<file path="src/rtl/spram_frame_buffer.sv">
// spram_frame_buffer
//   Frame buffer controller placed directly upstream of a single-port RAM with
//   an asynchronous read port. One frame is written into RAM from address 0
//   (FILL), the first word is fetched (LOAD), and the frame is replayed on the
//   output stream (DRAIN). Input and output phases never overlap.
//
//   Optional build macro SPRAM_FRAME_CLEAR_EN: after the final output
//   handshake the controller enters CLEAR and writes zero to every RAM
//   address (one per cycle) before returning to FILL.
//
// Ports
//   clock, reset            rising-edge clock, synchronous active-high reset
//   in_valid/in_ready       input stream handshake
//   in_data, in_last        input word and end-of-frame marker
//   out_valid/out_ready     output stream handshake
//   out_data, out_last      registered output word and end-of-frame marker
//   ram_we, ram_address     RAM write enable and address
//   ram_data, ram_q         RAM write data and asynchronous read data
//   busy                    high in any state other than FILL
//   overflow                sticky: a frame was truncated at DEPTH words
module spram_frame_buffer #(
  parameter int WIDTH = 8,
  parameter int DEPTH = 10
) (
  input  logic                     clock,
  input  logic                     reset,
  input  logic                     in_valid,
  output logic                     in_ready,
  input  logic [WIDTH-1:0]         in_data,
  input  logic                     in_last,
  output logic                     out_valid,
  input  logic                     out_ready,
  output logic [WIDTH-1:0]         out_data,
  output logic                     out_last,
  output logic                     ram_we,
  output logic [$clog2(DEPTH)-1:0] ram_address,
  output logic [WIDTH-1:0]         ram_data,
  input  logic [WIDTH-1:0]         ram_q,
  output logic                     busy,
  output logic                     overflow
);

  localparam int AW = $clog2(DEPTH);
  localparam int CW = AW + 1;

  typedef enum logic [1:0] {
    FILL  = 2'd0,
    LOAD  = 2'd1,
    DRAIN = 2'd2,
    CLEAR = 2'd3
  } state_t;

  state_t          state;
  state_t          state_nxt;
  logic [AW-1:0]   wr_ptr;
  logic [AW-1:0]   rd_ptr;
  logic [CW-1:0]   count;
  logic [CW-1:0]   count_inc;
  logic            accept;
  logic            close;
  logic            out_hs;

  // Pointers stop at the last RAM word so they never index past DEPTH-1,
  // even when DEPTH is a power of two and the increment would wrap.
  function automatic logic [AW-1:0] ptr_inc(input logic [AW-1:0] p);
    if (p == AW'(DEPTH - 1))
      return p;
    else
      return p + AW'(1);
  endfunction

  assign count_inc = count + CW'(1);
  assign out_hs    = out_valid && out_ready;
  assign busy      = (state != FILL);

  always_ff @(posedge clock) begin
    if (reset)
      state <= FILL;
    else
      state <= state_nxt;
  end

  always_comb begin
    state_nxt   = state;
    in_ready    = 1'b0;
    ram_we      = 1'b0;
    ram_address = '0;
    ram_data    = in_data;
    accept      = 1'b0;
    close       = 1'b0;
    case (state)
      FILL: begin
        in_ready    = 1'b1;
        ram_address = wr_ptr;
        accept      = in_valid;
        ram_we      = accept;
        close       = accept && (in_last || (count_inc == CW'(DEPTH)));
        if (close)
          state_nxt = LOAD;
      end
      LOAD: begin
        state_nxt = DRAIN;
      end
      DRAIN: begin
        // Present the next word's address so ram_q is ready at the handshake.
        ram_address = rd_ptr;
        if (out_hs && out_last) begin
`ifdef SPRAM_FRAME_CLEAR_EN
          state_nxt = CLEAR;
`else
          state_nxt = FILL;
`endif
        end
      end
`ifdef SPRAM_FRAME_CLEAR_EN
      CLEAR: begin
        ram_we      = 1'b1;
        ram_data    = '0;
        ram_address = wr_ptr;
        if (wr_ptr == AW'(DEPTH - 1))
          state_nxt = FILL;
      end
`endif
      default: begin
        state_nxt = FILL;
      end
    endcase
  end

  always_ff @(posedge clock) begin
    if (reset) begin
      wr_ptr    <= '0;
      rd_ptr    <= '0;
      count     <= '0;
      out_valid <= 1'b0;
      out_data  <= '0;
      out_last  <= 1'b0;
      overflow  <= 1'b0;
    end else begin
      case (state)
        FILL: begin
          if (accept) begin
            count  <= count_inc;
            wr_ptr <= ptr_inc(wr_ptr);
            if (close && !in_last)
              overflow <= 1'b1;
          end
        end
        LOAD: begin
          out_data  <= ram_q;
          out_last  <= (count == CW'(1));
          out_valid <= 1'b1;
          rd_ptr    <= AW'(1);
        end
        DRAIN: begin
          if (out_hs) begin
            if (!out_last) begin
              out_data <= ram_q;
              out_last <= ({1'b0, rd_ptr} == (count - CW'(1)));
              rd_ptr   <= ptr_inc(rd_ptr);
            end else begin
              out_valid <= 1'b0;
              wr_ptr    <= '0;
              rd_ptr    <= '0;
              count     <= '0;
            end
          end
        end
`ifdef SPRAM_FRAME_CLEAR_EN
        CLEAR: begin
          if (wr_ptr == AW'(DEPTH - 1))
            wr_ptr <= '0;
          else
            wr_ptr <= wr_ptr + AW'(1);
        end
`endif
        default: begin
        end
      endcase
    end
  end

endmodule
</file>
<file path="config.mk">
export PLATFORM = sky130hd
export DESIGN_NAME = spram_frame_buffer
export DESIGN_NICKNAME = d
export VERILOG_FILES = /design/src/rtl/spram_frame_buffer.sv
export SDC_FILE = /design/constraint.sdc
export NUM_CORES = 1
export LEC_CHECK = 0
export CAP_MARGIN = 20
export CELL_PAD_IN_SITES_DETAIL_PLACEMENT = 1
export CELL_PAD_IN_SITES_GLOBAL_PLACEMENT = 1
export CORE_MARGIN = 8
export CORE_UTILIZATION = 36
export DETAILED_ROUTE_END_ITERATION = 10
export PLACE_DENSITY = 0.89
export SKIP_CTS_REPAIR_TIMING = 1
export SYNTH_ARGS = -nofsm -noshare
export SYNTH_HDL_FRONTEND = slang
export SYNTH_SLANG_ARGS = --single-unit
</file>
<file path="constraint.sdc">
create_clock -name clock -period 3.65 [get_ports clock]
set_clock_uncertainty 0.2 [all_clocks]
set_input_delay 0.73 -clock clock [delete_from_list [all_inputs] [get_ports clock]]
set_output_delay 0.73 -clock clock [all_outputs]
set_load 0.05 [all_outputs]
</file>
==> implementation parameters <==
Parameter                              Value

Status
  Outcome ... finished, final reports clean

Synthesis
  Cells taking the most area after synthesis ... sky130_fd_sc_hd__dfxtp_1 33%, sky130_fd_sc_hd__mux2i_1 7.7%, sky130_fd_sc_hd__ha_1 6.4%
  Compound-cell area share of the yosys netlist ... 16.6%
  Synth Register Bits ... 26
  Async set-or-reset flop fraction in the synthesized netlist ... 0%
  Count of unique library cells instantiated by Yosys ... 44
  Gate count of the mapped netlist ... 185
  Combinational family with the most area after synthesis ... simple AND/OR/NAND/NOR gates
  Simple-gate area share of the yosys netlist ... 24.1%
  Per-instance average area after synthesis ... 8.43 sq um
  Net Count, Synth ... 214
  Most used DFF post-synth ... sky130_fd_sc_hd__dfxtp_1
  Area share of xor/xnor cells in the synthesized design ... 3.93%
  Post-synthesis sequential area ratio ... 33.4%
  Cell area after synthesis ... 1560 sq um
  Multiplexer share of the synthesized area ... 7.70%
  Biggest area consumer among synthesized cells ... sky130_fd_sc_hd__dfxtp_1
  Area fraction of the dominant cell type after synthesis ... 33.4%
  Share of synthesized cell area in full adder, half adder and majority cells ... 6.42%
  Yosys warning count ... 0
  Number of synthesized flops with an enable pin ... 0

Final layout
  Antenna cell count ... 0
  Most common cell after layout, fill and taps aside ... sky130_fd_sc_hd__clkdlybuf4s50_1
  Area added between synthesis and finish ... 20.2%
  Leading cell types in the layout, fill and taps excluded ... 29 x sky130_fd_sc_hd__clkdlybuf4s50_1, 26 x sky130_fd_sc_hd__dfxtp_1, 23 x sky130_fd_sc_hd__nor2_1
  Post-layout util ... 44.0%
  Final Cell Area ... 1870 sq um
  Final-stage net count ... 233
  Share of final-layout standard cells stronger than drive strength 1 ... 4.46%

Setup path
  Origin of the critical flop-to-flop path ... state[1]$_SDFFE_PP0P_
  Crit Reg-Reg Endpoint ... rd_ptr[3]$_SDFFE_PP0P_
  CP max stage delay ... 820 ps
  Data required time of the worst path ... 2720 ps
  Critical-path top delay cell ... sky130_fd_sc_hd__clkdlybuf4s50_1
  Type of the setup path with the least slack ... reg2out
  Worst EP arrival ... 2100 ps
  Length in cells of the worst reg-to-reg path ... 4
  Chain of cells forming the critical path ... mux2i_1, nor2_1, clkdlybuf4s50_1
  Worst Path Buf+Inv ... 1
  Startpoint Class ... flip-flop
  CP Capture Type ... primary output
  CP max FO ... 17
  R2R Setup Slk ... 1440 ps
  Family with the most delay on the worst path ... buffers and inverters

Power
  PnR Total Power ... 0.000610 W
  Proportion of power drawn by flip-flops and latches ... 51.1%
  Switching component of the power ... 0.000187 W
  Power share of the combinational group ... 21.5%
  Internal ... 0.000423 W
  Static Leakage ... 0.690 nW
  Switching power as a share of total power ... 30.7%
  Max rail drop VDD ... 0.160 mV
  Clock Power Share ... 27.3%
  Power per unit of standard cell area ... 326 nW/um^2

STA
  Relative slew margins ... 53.2%
  FMAX ... 330 MHz
  Share of the clock period used by the worst path ... 83.1%
  Number of endpoints failing setup at the final stage ... 0
  Final hold violation count ... 0
  Actual transition at the worst max-transition pin ... 700 ps
  Final Max Tran Viols ... 0
  Final Worst Setup Slack ... 617 ps
  Total Neg Setup Slack ... 0 ps
  Shortest period the worst path allows ... 3030 ps
  RSZ-0062 raised after global routing ... no

Detailed routing
  Post-route DRC ... 0
  Total iterations of the first detailed-routing run ... 4
  Vias ... 1,415
  Post-detailed-route count of antenna-violating nets ... 0
  Total Wirelength ... 4160 um
  Detail-routed net length per standard cell ... 16.4 um
  Initial DRC Count ... 81
  Routed via count divided by cell count ... 5.57

Placed design
  Post-place instance area ... 1830 sq um
  Final HPWL from detailed placement ... 3150 um
  Input/output buffers ... 30
  Gp weighted congestion ... 0.795
  Place WS ... 919 ps

Clock tree
  H-tree lvl count ... 1
  Source-to-sink clock delay at the later pin of the worst-skew pair ... 270 ps
  CTS tree ... done
  Buffers from clock root to sink, at most ... 2
  Sink Count ... 26
  Clock Pin Slew Worst Setup and Hold Paths ... 90 ps
  Number of buffers added by the clock tree synthesis step ... 3
  Root Buffer Master ... sky130_fd_sc_hd__clkbuf_8

Floorplan
  Boundary pin count ... 47
  Total Die Area ... 6690 sq um
  Die width ... 81.8 um
  Number of standard-cell rows in the floorplan ... 24
  Core area ... 4260 sq um
  Starting Density ... 36.6%
  Die height ... 81.8 um

Worst hold path
  Class of the most critical hold timing path ... reg2reg
  Launch point of the worst hold path ... overflow$_SDFFE_PP0P_
  End point of the worst hold path ... overflow$_SDFFE_PP0P_
  Count of cells along the worst hold path ... 2

GRT
  Overall routing resource usage ... 13.1%
  Largest net degree at the start of global routing ... 21
  Initial antenna violation count ... 0
  Remaining Overflow, GRT ... 0
  Via count of the first global-routing pass ... 1,469
  First-pass GRT wire length ... 7020 um

Job
  Total of max-cap violations ... 0
==> cells by family after synthesis <==
| logic type | count (synthesis) |
|---|---|
| AO/OA/AOI/OAI | 40 |
| multiplexers | 12 |
| XOR/XNOR | 7 |
| flip-flops | 26 |
| AND/OR/NAND/NOR | 68 |
| buffers and inverters | 24 |
| adder cells (fa/ha/maj) | 8 |
==> per-stage QoR <==
step / cells / hold slack, ps
6_report: 254 / 283
5_1_grt: 254 / 326
3_5_place_dp: 251 / 274
3_3_place_gp: 251 / 251
2_1_floorplan: 185 / 290
4_1_cts: 254 / 302
==> cells in the mapped netlist (2+ instances only) <==
| cell type | number |
|---|---|
| sky130_fd_sc_hd__mux2i_1 | 12 |
| sky130_fd_sc_hd__a211oi_1 | 2 |
| sky130_fd_sc_hd__nand2_1 | 8 |
| sky130_fd_sc_hd__a21o_1 | 2 |
| sky130_fd_sc_hd__nand2b_1 | 6 |
| sky130_fd_sc_hd__a311oi_1 | 2 |
| sky130_fd_sc_hd__inv_1 | 7 |
| sky130_fd_sc_hd__nor2_1 | 23 |
| sky130_fd_sc_hd__o21ai_0 | 9 |
| sky130_fd_sc_hd__clkbuf_1 | 6 |
| sky130_fd_sc_hd__nor3_1 | 3 |
| sky130_fd_sc_hd__nand3b_1 | 2 |
| sky130_fd_sc_hd__nand4b_1 | 2 |
| sky130_fd_sc_hd__a21oi_1 | 15 |
| sky130_fd_sc_hd__buf_4 | 8 |
| sky130_fd_sc_hd__dfxtp_1 | 26 |
| sky130_fd_sc_hd__nand3_1 | 6 |
| sky130_fd_sc_hd__buf_2 | 2 |
| sky130_fd_sc_hd__xnor2_1 | 6 |
| sky130_fd_sc_hd__nand4_1 | 2 |
| sky130_fd_sc_hd__nor2b_1 | 4 |
| sky130_fd_sc_hd__or3_1 | 3 |
| sky130_fd_sc_hd__ha_1 | 8 |
==> worst max-delay path by stage <==
stage	startpoint	end	slack (ps)	depth (start not counted)
CTS	state[1]$_SDFFE_PP0P_	ram_address[3]	600	3
global route	state[1]$_SDFFE_PP0P_	ram_address[3]	460	3
detailed placement	out_ready	out_data[6]$_SDFFE_PP0P_	920	5
floorplan	state[0]$_SDFFE_PP0P_	ram_we	950	4
finish	state[1]$_SDFFE_PP0P_	ram_address[3]	620	3
global placement	in_valid	ram_we	980	4
==> sequential cells by signal, indices dropped and copies added, names as in the netlist <==
register,flops
count,5
out_data,8
out_last,1
out_valid,1
overflow,1
rd_ptr,4
state,2
wr_ptr,4
==> per-layer routing <==
layer	up-vias	track usage (%)	wire length, um
met5	-	0	0
met4	0	3.16	38
met3	4	5.91	351
met2	41	21.6	1980
met1	692	15.0	1790
li1	678	-	-
==> power groups by stage <==
stage	Sequential, W	Combinational (W)	Clock [W]
6_report	0.000312	0.000131	0.000167
3_3_place_gp	0.000318	0.000129	0
4_1_cts	0.000312	0.000133	0.000173
3_5_place_dp	0.000318	0.000132	0
2_1_floorplan	0.000324	0.000101	0
5_1_grt	0.000315	0.000142	0.000184
==> tightest hold or removal path, stage by stage, from the launching register on <==
cell	delay, ps
sky130_fd_sc_hd__dfxtp_1	340
sky130_fd_sc_hd__nand2b_1	60
sky130_fd_sc_hd__o41ai_1	60
==> final cells by class <==
class / instances / area, sq um
clock buffers: 3 / 41.3
well taps: 52 / 65.1
repair buffers: 31 / 305
flip-flops and latches: 26 / 520
fillers: 522 / 2390
multi-input cells: 135 / 916
inverters: 7 / 26.3
Power figures use the tool's default switching activity.
